<file path="config.mk">
export PLATFORM = sky130hd
export DESIGN_NAME = ram_master_flat
export DESIGN_NICKNAME = d
export VERILOG_FILES = /design/src/rtl/ram_master_if.sv /design/src/rtl/ram_master.sv /design/src/flat_wrapper.sv
export SDC_FILE = /design/constraint.sdc
export NUM_CORES = 1
export LEC_CHECK = 0
export ABC_CLOCK_PERIOD_IN_PS = 3550
export BUFFER_PORTS_ARGS = -buffer_cell sky130_fd_sc_hd__buf_2
export CAP_MARGIN = 20
export CORE_AREA = 2 2 78 80
export DETAILED_ROUTE_END_ITERATION = 6
export DIE_AREA = 0 0 80 82
export PLACE_DENSITY = 0.89
export SKIP_CTS_REPAIR_TIMING = 1
export SLEW_MARGIN = 10
export SYNTH_ARGS = -nofsm -noshare
export SYNTH_HDL_FRONTEND = slang
export SYNTH_SLANG_ARGS = --single-unit
</file>
<file path="constraint.sdc">
create_clock -name clk -period 3.55 [get_ports clk]
set_input_delay 0.1775 -clock clk [delete_from_list [all_inputs] [get_ports clk]]
set_output_delay 0.1775 -clock clk [all_outputs]
set_load 0.02 [all_outputs]
</file>
<file path="src/rtl/ram_master_if.sv">
// Command, write-beat, read-beat and RAM-side signals of the burst RAM master.
// The master modport is the controller's view; the slave modport is the environment's view.
interface ram_master_if #(
  parameter int DATA_WIDTH = 8,
  parameter int ADDR_WIDTH = 16,
  parameter int LEN_WIDTH  = 8
);
  logic                  cmd_valid;
  logic                  cmd_ready;
  logic                  cmd_write;
  logic [ADDR_WIDTH-1:0] cmd_addr;
  logic [LEN_WIDTH-1:0]  cmd_len;
  logic [DATA_WIDTH-1:0] wr_data;
  logic                  wr_valid;
  logic                  wr_ready;
  logic [DATA_WIDTH-1:0] rd_data;
  logic                  rd_valid;
  logic                  done;
  logic [ADDR_WIDTH-1:0] mem_addr;
  logic [DATA_WIDTH-1:0] mem_wdata;
  logic                  mem_we_n;
  logic [DATA_WIDTH-1:0] mem_rdata;

  modport master (
    input  cmd_valid, cmd_write, cmd_addr, cmd_len, wr_data, wr_valid, mem_rdata,
    output cmd_ready, wr_ready, rd_data, rd_valid, done, mem_addr, mem_wdata, mem_we_n
  );

  modport slave (
    output cmd_valid, cmd_write, cmd_addr, cmd_len, wr_data, wr_valid, mem_rdata,
    input  cmd_ready, wr_ready, rd_data, rd_valid, done, mem_addr, mem_wdata, mem_we_n
  );
endinterface

</file>
<file path="src/rtl/ram_master.sv">
// Burst controller for a single-port RAM with one-cycle registered read data.
// Accepts write/read bursts of cmd_len+1 beats on incrementing, wrapping addresses.
module ram_master #(
  parameter int DATA_WIDTH = 8,
  parameter int ADDR_WIDTH = 16,
  parameter int LEN_WIDTH  = 8
) (
  input logic          clk,
  input logic          rst,
  ram_master_if.master bus
);

  typedef enum logic [2:0] {IDLE, WRITE, READ, DRAIN, DONE} state_t;

  state_t                state_q;
  logic [ADDR_WIDTH-1:0] addr_q;
  logic [ADDR_WIDTH-1:0] addr_d;
  logic [LEN_WIDTH-1:0]  cnt_q;
  logic [LEN_WIDTH-1:0]  cnt_d;
  logic [ADDR_WIDTH-1:0] mem_addr_q;
  logic [DATA_WIDTH-1:0] mem_wdata_q;
  logic                  mem_we_n_q;
  logic [DATA_WIDTH-1:0] rd_data_q;
  logic                  rd_valid_q;
  logic                  done_q;
  logic                  issued_q;

  assign addr_d = addr_q + ADDR_WIDTH'(1);
  assign cnt_d  = cnt_q - LEN_WIDTH'(1);

  assign bus.cmd_ready = (state_q == IDLE);
  assign bus.wr_ready  = (state_q == WRITE);
  assign bus.mem_addr  = mem_addr_q;
  assign bus.mem_wdata = mem_wdata_q;
  assign bus.mem_we_n  = mem_we_n_q;
  assign bus.rd_data   = rd_data_q;
  assign bus.rd_valid  = rd_valid_q;
  assign bus.done      = done_q;

  always_ff @(posedge clk or posedge rst) begin
    if (rst) begin
      state_q     <= IDLE;
      addr_q      <= '0;
      cnt_q       <= '0;
      mem_addr_q  <= '0;
      mem_wdata_q <= '0;
      mem_we_n_q  <= 1'b1;
      rd_data_q   <= '0;
      rd_valid_q  <= 1'b0;
      done_q      <= 1'b0;
      issued_q    <= 1'b0;
    end else begin
      mem_we_n_q <= 1'b1;
      issued_q   <= 1'b0;
      // Data for the address issued last cycle is on mem_rdata now.
      rd_valid_q <= issued_q;
      if (issued_q) rd_data_q <= bus.mem_rdata;
      done_q <= (state_q == DONE);

      case (state_q)
        IDLE: begin
          if (bus.cmd_valid) begin
            addr_q  <= bus.cmd_addr;
            cnt_q   <= bus.cmd_len;
            state_q <= bus.cmd_write ? WRITE : READ;
          end
        end
        WRITE: begin
          if (bus.wr_valid) begin
            mem_addr_q  <= addr_q;
            mem_wdata_q <= bus.wr_data;
            mem_we_n_q  <= 1'b0;
            addr_q      <= addr_d;
            cnt_q       <= cnt_d;
            if (cnt_q == '0) state_q <= DONE;
          end
        end
        READ: begin
          mem_addr_q <= addr_q;
          issued_q   <= 1'b1;
          addr_q     <= addr_d;
          cnt_q      <= cnt_d;
          if (cnt_q == '0) state_q <= DRAIN;
        end
        DRAIN:   state_q <= DONE;
        DONE:    state_q <= IDLE;
        default: state_q <= IDLE;
      endcase
    end
  end

endmodule
</file>
<file path="src/flat_wrapper.sv">
// flat-port wrapper written by rule: the top's interface ports become plain ports
module ram_master_flat 
#(
  parameter int DATA_WIDTH = 8,
  parameter int ADDR_WIDTH = 16,
  parameter int LEN_WIDTH  = 8
)
  (clk, rst, bus_cmd_valid, bus_cmd_write, bus_cmd_addr, bus_cmd_len, bus_wr_data, bus_wr_valid, bus_mem_rdata, bus_cmd_ready, bus_wr_ready, bus_rd_data, bus_rd_valid, bus_done, bus_mem_addr, bus_mem_wdata, bus_mem_we_n);
  ram_master_if #(.DATA_WIDTH(DATA_WIDTH), .ADDR_WIDTH(ADDR_WIDTH), .LEN_WIDTH(LEN_WIDTH)) bus_i ();
  input logic clk;
  input logic rst;
  input wire logic [$bits(bus_i.cmd_valid)-1:0] bus_cmd_valid;
  input wire logic [$bits(bus_i.cmd_write)-1:0] bus_cmd_write;
  input wire logic [$bits(bus_i.cmd_addr)-1:0] bus_cmd_addr;
  input wire logic [$bits(bus_i.cmd_len)-1:0] bus_cmd_len;
  input wire logic [$bits(bus_i.wr_data)-1:0] bus_wr_data;
  input wire logic [$bits(bus_i.wr_valid)-1:0] bus_wr_valid;
  input wire logic [$bits(bus_i.mem_rdata)-1:0] bus_mem_rdata;
  output wire logic [$bits(bus_i.cmd_ready)-1:0] bus_cmd_ready;
  output wire logic [$bits(bus_i.wr_ready)-1:0] bus_wr_ready;
  output wire logic [$bits(bus_i.rd_data)-1:0] bus_rd_data;
  output wire logic [$bits(bus_i.rd_valid)-1:0] bus_rd_valid;
  output wire logic [$bits(bus_i.done)-1:0] bus_done;
  output wire logic [$bits(bus_i.mem_addr)-1:0] bus_mem_addr;
  output wire logic [$bits(bus_i.mem_wdata)-1:0] bus_mem_wdata;
  output wire logic [$bits(bus_i.mem_we_n)-1:0] bus_mem_we_n;
  assign bus_i.cmd_valid = bus_cmd_valid;
  assign bus_i.cmd_write = bus_cmd_write;
  assign bus_i.cmd_addr = bus_cmd_addr;
  assign bus_i.cmd_len = bus_cmd_len;
  assign bus_i.wr_data = bus_wr_data;
  assign bus_i.wr_valid = bus_wr_valid;
  assign bus_i.mem_rdata = bus_mem_rdata;
  assign bus_cmd_ready = bus_i.cmd_ready;
  assign bus_wr_ready = bus_i.wr_ready;
  assign bus_rd_data = bus_i.rd_data;
  assign bus_rd_valid = bus_i.rd_valid;
  assign bus_done = bus_i.done;
  assign bus_mem_addr = bus_i.mem_addr;
  assign bus_mem_wdata = bus_i.mem_wdata;
  assign bus_mem_we_n = bus_i.mem_we_n;
  ram_master #(.DATA_WIDTH(DATA_WIDTH), .ADDR_WIDTH(ADDR_WIDTH), .LEN_WIDTH(LEN_WIDTH)) u_core (.clk(clk), .rst(rst), .bus(bus_i));
endmodule
</file>
Yosys cells after proc, flatten, opt, wreduce, memory -nomap -nowiden:

Cells that the tools add are included.
W data, S select, Z words.

* flip-flop bits (word level): 63

* add/sub/neg operators: 2
* equal/unequal tests: 8
* muxes and demuxes: 17
* reductions and logical operators: 8

Operators by type and width (number)
* $mux W16: 3
* $pmux W16 S3: 1
* $pmux W16 S2: 1
* $pmux W8 S3: 1
* $add A16 B1 Y16 const B: 1
* $mux W8: 2
* $mux W3: 4
* $pmux W3 S4: 1
* $logic_not A8 Y1: 1
* $sub A8 B1 Y8 const B: 1
* $eq A3 B2 Y1 const B: 2
* $ne A2 B1 Y1 const B: 2
* $ne A2 B2 Y1 const B: 2
* $reduce_and A2 Y1: 2
* $reduce_and A4 Y1: 1
* $eq A3 B1 Y1 const B: 1
* $eq A3 B3 Y1 const B: 1
* $logic_not A3 Y1: 1
* $mux W1: 3
* $reduce_and A3 Y1: 1
* $reduce_bool A3 Y1: 1
* $mux W2: 1
* $reduce_bool A2 Y1: 1

Logic depth before layout (Yosys ltp):

* depth in word-level cells: 4
* depth in mapped cells: 7
* gate-level depth less buffers: 6

Worst setup path after synthesis:

Ideal clock, no wire load.

* kind: register -> register
* start point: register u_core.state_q[1]
* end point: register u_core.mem_addr_q[10] (netlist: u_core.bus.mem_addr[10])
* setup time: 0.125 ns
* data arrival time: 1.709 ns
* data required time: 3.425 ns
* slack: 1.716 ns
* cell stages (with the launch flop): 6
* buffers on the path: 2
* clock period less this slack: 1.834 ns
* cell sequence: dfrtp_1 -> buf_4 -> nand3b_4 -> a211oi_2 -> buf_6 -> mux2_2

* word-level cells in the longest chain between the ends: 3
* elaborated cells between the ends (all ways): 6
* those cells by class: eq/ne: 3; mux: 1; reduce/logical: 2

RTL lines
* from (decl): line ram_master.sv:15 `state_t state_q;`
* from (signal assigned): line ram_master.sv:65 `state_q <= bus.cmd_write ? WRITE : READ;`
* $eq A3 B1 Y1 or $eq A3 B2 Y1 (tied branches): line ram_master.sv:60 `case (state_q)`
* $ne A2 B2 Y1 (no line) or $reduce_bool A2 Y1 (tied branches)
* $reduce_and A2 Y1 (no line)
* to (signal assigned): line ram_master.sv:70 `mem_addr_q <= addr_q;`
* to (signal assigned): line ram_master.sv:79 `mem_addr_q <= addr_q;`
* to (decl): line ram_master.sv:20 `logic [ADDR_WIDTH-1:0] mem_addr_q;`

Parallel ways exist; a longest one is shown, timed or not.
A chain may end at the register's enable or synchronous reset.

Final worst setup path:

* start point: register u_core.state_q[2]
* end point: register u_core.addr_q[10]

* word-level cells in the longest chain between the ends: 3
* elaborated cells between the ends (all ways): 8
* those cells by class: eq/ne: 4; mux: 1; reduce/logical: 3

RTL lines
* $eq A3 B1 Y1 (tied with other cells): line ram_master.sv:60
* $ne A2 B2 Y1 (no line) or $reduce_bool A3 Y1 (tied branches)
* $reduce_and A3 Y1 (no line)
* to (signal assigned): line ram_master.sv:63 `addr_q <= bus.cmd_addr;`
* to (signal assigned): line ram_master.sv:73 `addr_q <= addr_d;`
* to (signal assigned): line ram_master.sv:81 `addr_q <= addr_d;`
* to (decl): line ram_master.sv:16 `logic [ADDR_WIDTH-1:0] addr_q;`

Parallel ways exist; a longest one is shown, timed or not.

==> flow_metrics.py <==
metrics = {
    "critical_path": {
        "cpLargestDelayFamily": "flip-flops",
        "crit_path_max_incr_delay_ns": 0.73,
        "cp.arrival_ns": 2.62,
        "worstPathRequired_ns": 3.78,
        "cp-end-kind": "flop",
        "cpMaxStageDelayCell": "dfrtp_1",
        "cp_max_fo": 19,
        "r2r_end": "u_core.addr_q[10]$_DFFE_PP0P_",
        "ff2ff_setup_slack_ns": 1.16,
        "path_cells": "clkinv_1 -> nand2_1 -> a21boi_0 -> a221o_1",
        "crit_start": "u_core.state_q[2]$_DFFE_PP0P_",
        "crit_type": "reg -> reg",
        "reg2reg_depth": 4,
        "start_kind": "flop",
        "reg2reg_from": "u_core.state_q[2]$_DFFE_PP0P_",
        "critPathBufInv": 1,
    },
    "placement": {
        "gp_congestion": 0.889,
        "dp_cells": 424,
        "portBuffers": 81,
        "dp_hpwl_um": 4820,
    },
    "yosys": {
        "synth_top_family_by_area": "simple AND/OR/NAND/NOR gates",
        "synth_top_cell_by_area": "dfrtp_1",
        "synth.distinct_cells": 49,
        "synth_compound_area_frac": 0.137,
        "synth_top_cell_area_share": 0.504,
        "yosys_warnings": 0,
        "ys_seq_area_frac": 0.513,
        "synth_xor_area_frac": 0.0106,
        "yosys_most_used_dff": "dfrtp_1",
        "synthCells": 279,
        "syn-mean-instance-area_um2": 11.0,
        "ys_ff_latch": 63,
        "synthMuxAreaShare": 0.140,
        "synth-edff-count": 0,
        "synthSimpleGateAreaFrac": 0.148,
        "async_reset_ff_frac": 1.00,
        "syn_nets": 327,
        "synthAdderAreaFrac": 0.0122,
        "synth_area_um2": 3080,
        "synth_area_leaders": "dfrtp_1, mux2_2, a21oi_1, nor3_1, mux2i_1",
    },
    "clock_tree": {
        "cts-root-buf": "clkbuf_8",
        "numClockSinks": 63,
        "cts_max_level": 3,
        "numCtsBuffers": 9,
        "cts_tree": "yes",
        "path_clk_slew_ns": 0.07,
        "clk_path_buf_depth": 2,
        "clock_latency_ns": 0.34,
    },
    "global_route": {
        "grt_pass1_vias": 2368,
        "grt_antenna_before_repair": 0,
        "grt_use_total": 0.218,
        "grt_max_degree": 45,
        "gr-total-overflow": 0,
        "grt_pass1_wl_um": 10900,
    },
    "layout": {
        "area_growth_pct": 21.5,
        "layout.nets": 408,
        "diodes": 0,
        "layout.cells.non_filler": 440,
        "final_util": 0.651,
        "nFillCells": 449,
        "drive_gt1_frac": 0.392,
    },
    "floorplan": {
        "die_h_um": 82,
        "ios": 82,
        "placementRows": 28,
        "initial_utilization": 0.536,
        "coreArea_um2": 5750,
        "die_w_um": 80,
        "dieArea_um2": 6560,
    },
    "timing": {
        "totalNegativeSetupSlack_ns": 0,
        "min_period_over_period": 0.672,
        "layout_min_cycle_time_ns": 2.39,
        "max_slew_margin": 0.420,
        "hold_violations": 0,
        "tightest_slew_ns": 0.868,
        "skew_ns": 0.00807,
        "drv_slew": 0,
        "max_freq_mhz": 419,
        "setup_viol": 0,
        "rsz0062_at_grt": "no",
    },
    "status": {
        "outcome": "finished, final reports clean",
    },
    "routing": {
        "viasPerCell": 5.80,
        "wl_um": 6720,
        "first_iter_violations": 230,
        "first_pass_iters": 4,
        "wl_per_cell_um": 15.3,
        "drc": 0,
        "via_count": 2552,
        "ant_nets": 0,
    },
    "power": {
        "intPower_mw": 2.33,
        "p_comb_frac": 0.498,
        "switchingPower_mw": 1.76,
        "p_per_area_nw_per_um2": 1090,
        "vdd_drop_max_mv": 0.511,
        "p_clk_frac": 0.156,
        "sequentialPowerShare": 0.347,
        "leakage_nw": 1.69,
        "sw_frac_of_total": 0.431,
    },
    "hold_path": {
        "hp-class": "in -> async",
    },
    "job": {
        "drv_cap": 0,
    },
}
==> power groups by stage <==
stage	combinational [mW]	clock (mW)	sequential [mW]
2_1_floorplan	1.38	0	1.55
3_3_place_gp	1.98	0	1.40
3_5_place_dp	2.03	0	1.43
4_1_cts	2.04	0.651	1.41
5_1_grt	2.24	0.680	1.48
6_report	2.04	0.637	1.42
==> through the flow <==
stage	cell area [um2]	hold WS, ns	total power, mW	setup WS (ns)
global route	3740	0.0602	4.40	1.02
global placement	3530	0.396	3.38	1.36
detailed placement	3530	0.411	3.46	1.24
floorplan	3080	0.324	2.93	1.72
finish	3740	0.0201	4.09	1.16
CTS	3740	0.0397	4.11	1.24
==> sequential cells by signal, indices dropped and copies added, names as in the netlist <==
signal,cells
u_core.bus.mem_we_n,1
u_core.bus.mem_addr,16
u_core.issued_q,1
u_core.bus.rd_data,8
u_core.bus.done,1
u_core.cnt_q,8
u_core.state_q,3
u_core.bus.mem_wdata,8
u_core.addr_q,16
u_core.bus.rd_valid,1
==> routing by layer <==
metal / track usage / vias to the layer above / routed length, um
li1: - / 1211 / -
met2: 0.347 / 120 / 3180
met3: 0.0538 / 13 / 540
met4: 0.0932 / 0 / 106
met5: 0 / - / 0
met1: 0.285 / 1208 / 2890
==> cells by family (layout without fill, tap and decap cells) <==
| family | count (synthesis) | count (layout) |
|---|---|---|
| flip-flops | 63 | 63 |
| XOR/XNOR | 2 | 2 |
| AND/OR/NAND/NOR | 80 | 80 |
| multiplexers | 39 | 39 |
| AO/OA/AOI/OAI | 66 | 66 |
| adder cells (fa/ha/maj) | 3 | 3 |
| buffers and inverters | 26 | 112 |
==> worst register-to-register path, delay by kind of cell (launching register included) <==
| family | cells | cell delay (ns) |
|---|---|---|
| flip-flops | 1 | 0.73 |
| AO/OA/AOI/OAI | 2 | 0.53 |
| buffers and inverters | 1 | 0.42 |
| AND/OR/NAND/NOR | 1 | 0.59 |
==> layout make-up <==
class | count | area (um2) | area share
sequential | 63 | 1580 | 0.422
inverter | 10 | 37.5 | 0.0100
multi-input combinational | 190 | 1380 | 0.369
timing repair buffer | 86 | 443 | 0.118
clock inverter | 5 | 56.3 | 0.0151
tap | 75 | 93.8 | 0.0251
clock buffer | 11 | 151 | 0.0405
==> synthesized netlist by cell type (all sizes together) (3+ instances only) <==
| library cell | count |
|---|---|
| a31oi | 4 |
| o22ai | 4 |
| nand4 | 6 |
| nand2 | 12 |
| nor2 | 8 |
| mux2i | 7 |
| inv | 9 |
| ha | 3 |
| nor3 | 18 |
| mux2 | 32 |
| o2bb2ai | 3 |
| or3 | 4 |
| dfrtp | 62 |
| a21oi | 23 |
| and4 | 4 |
| nor4 | 7 |
| buf | 9 |
| clkbuf | 7 |
| and3 | 4 |
| a2bb2oi | 7 |
| nand3 | 10 |
| o21ai | 13 |
==> cell usage in the layout, fill, tap and decap left out, types with 2 or more instances in the layout <==
cell	count
buf_2	81
dfrtp_1	62
mux2_2	32
a21oi_1	23
nor3_1	17
nand2_1	12
o21ai_0	12
clkbuf_8	11
nand3_1	10
inv_1	8
mux2i_1	7
nor2_1	7
a2bb2oi_1	7
nor4_1	7
nand4_1	6
buf_4	5
a31oi_1	4
and3_1	4
or3_1	4
and4_1	4
o22ai_1	4
o2bb2ai_1	3
ha_1	3
nor4b_1	2
a221o_1	2
clkinv_2	2
==> worst max path at each step <==
stage                                          endpoint  slack [ns]  cells past startpoint
floorplan           u_core.bus.mem_addr[10]$_DFFE_PP0P_        1.72                      5
global placement          u_core.addr_q[10]$_DFFE_PP0P_        1.36                      4
detailed placement        u_core.addr_q[10]$_DFFE_PP0P_        1.24                      4
CTS                       u_core.addr_q[10]$_DFFE_PP0P_        1.24                      4
global route              u_core.addr_q[10]$_DFFE_PP0P_        1.02                      4
finish                    u_core.addr_q[10]$_DFFE_PP0P_        1.16                      4
(Power assumes the default switching activity.)
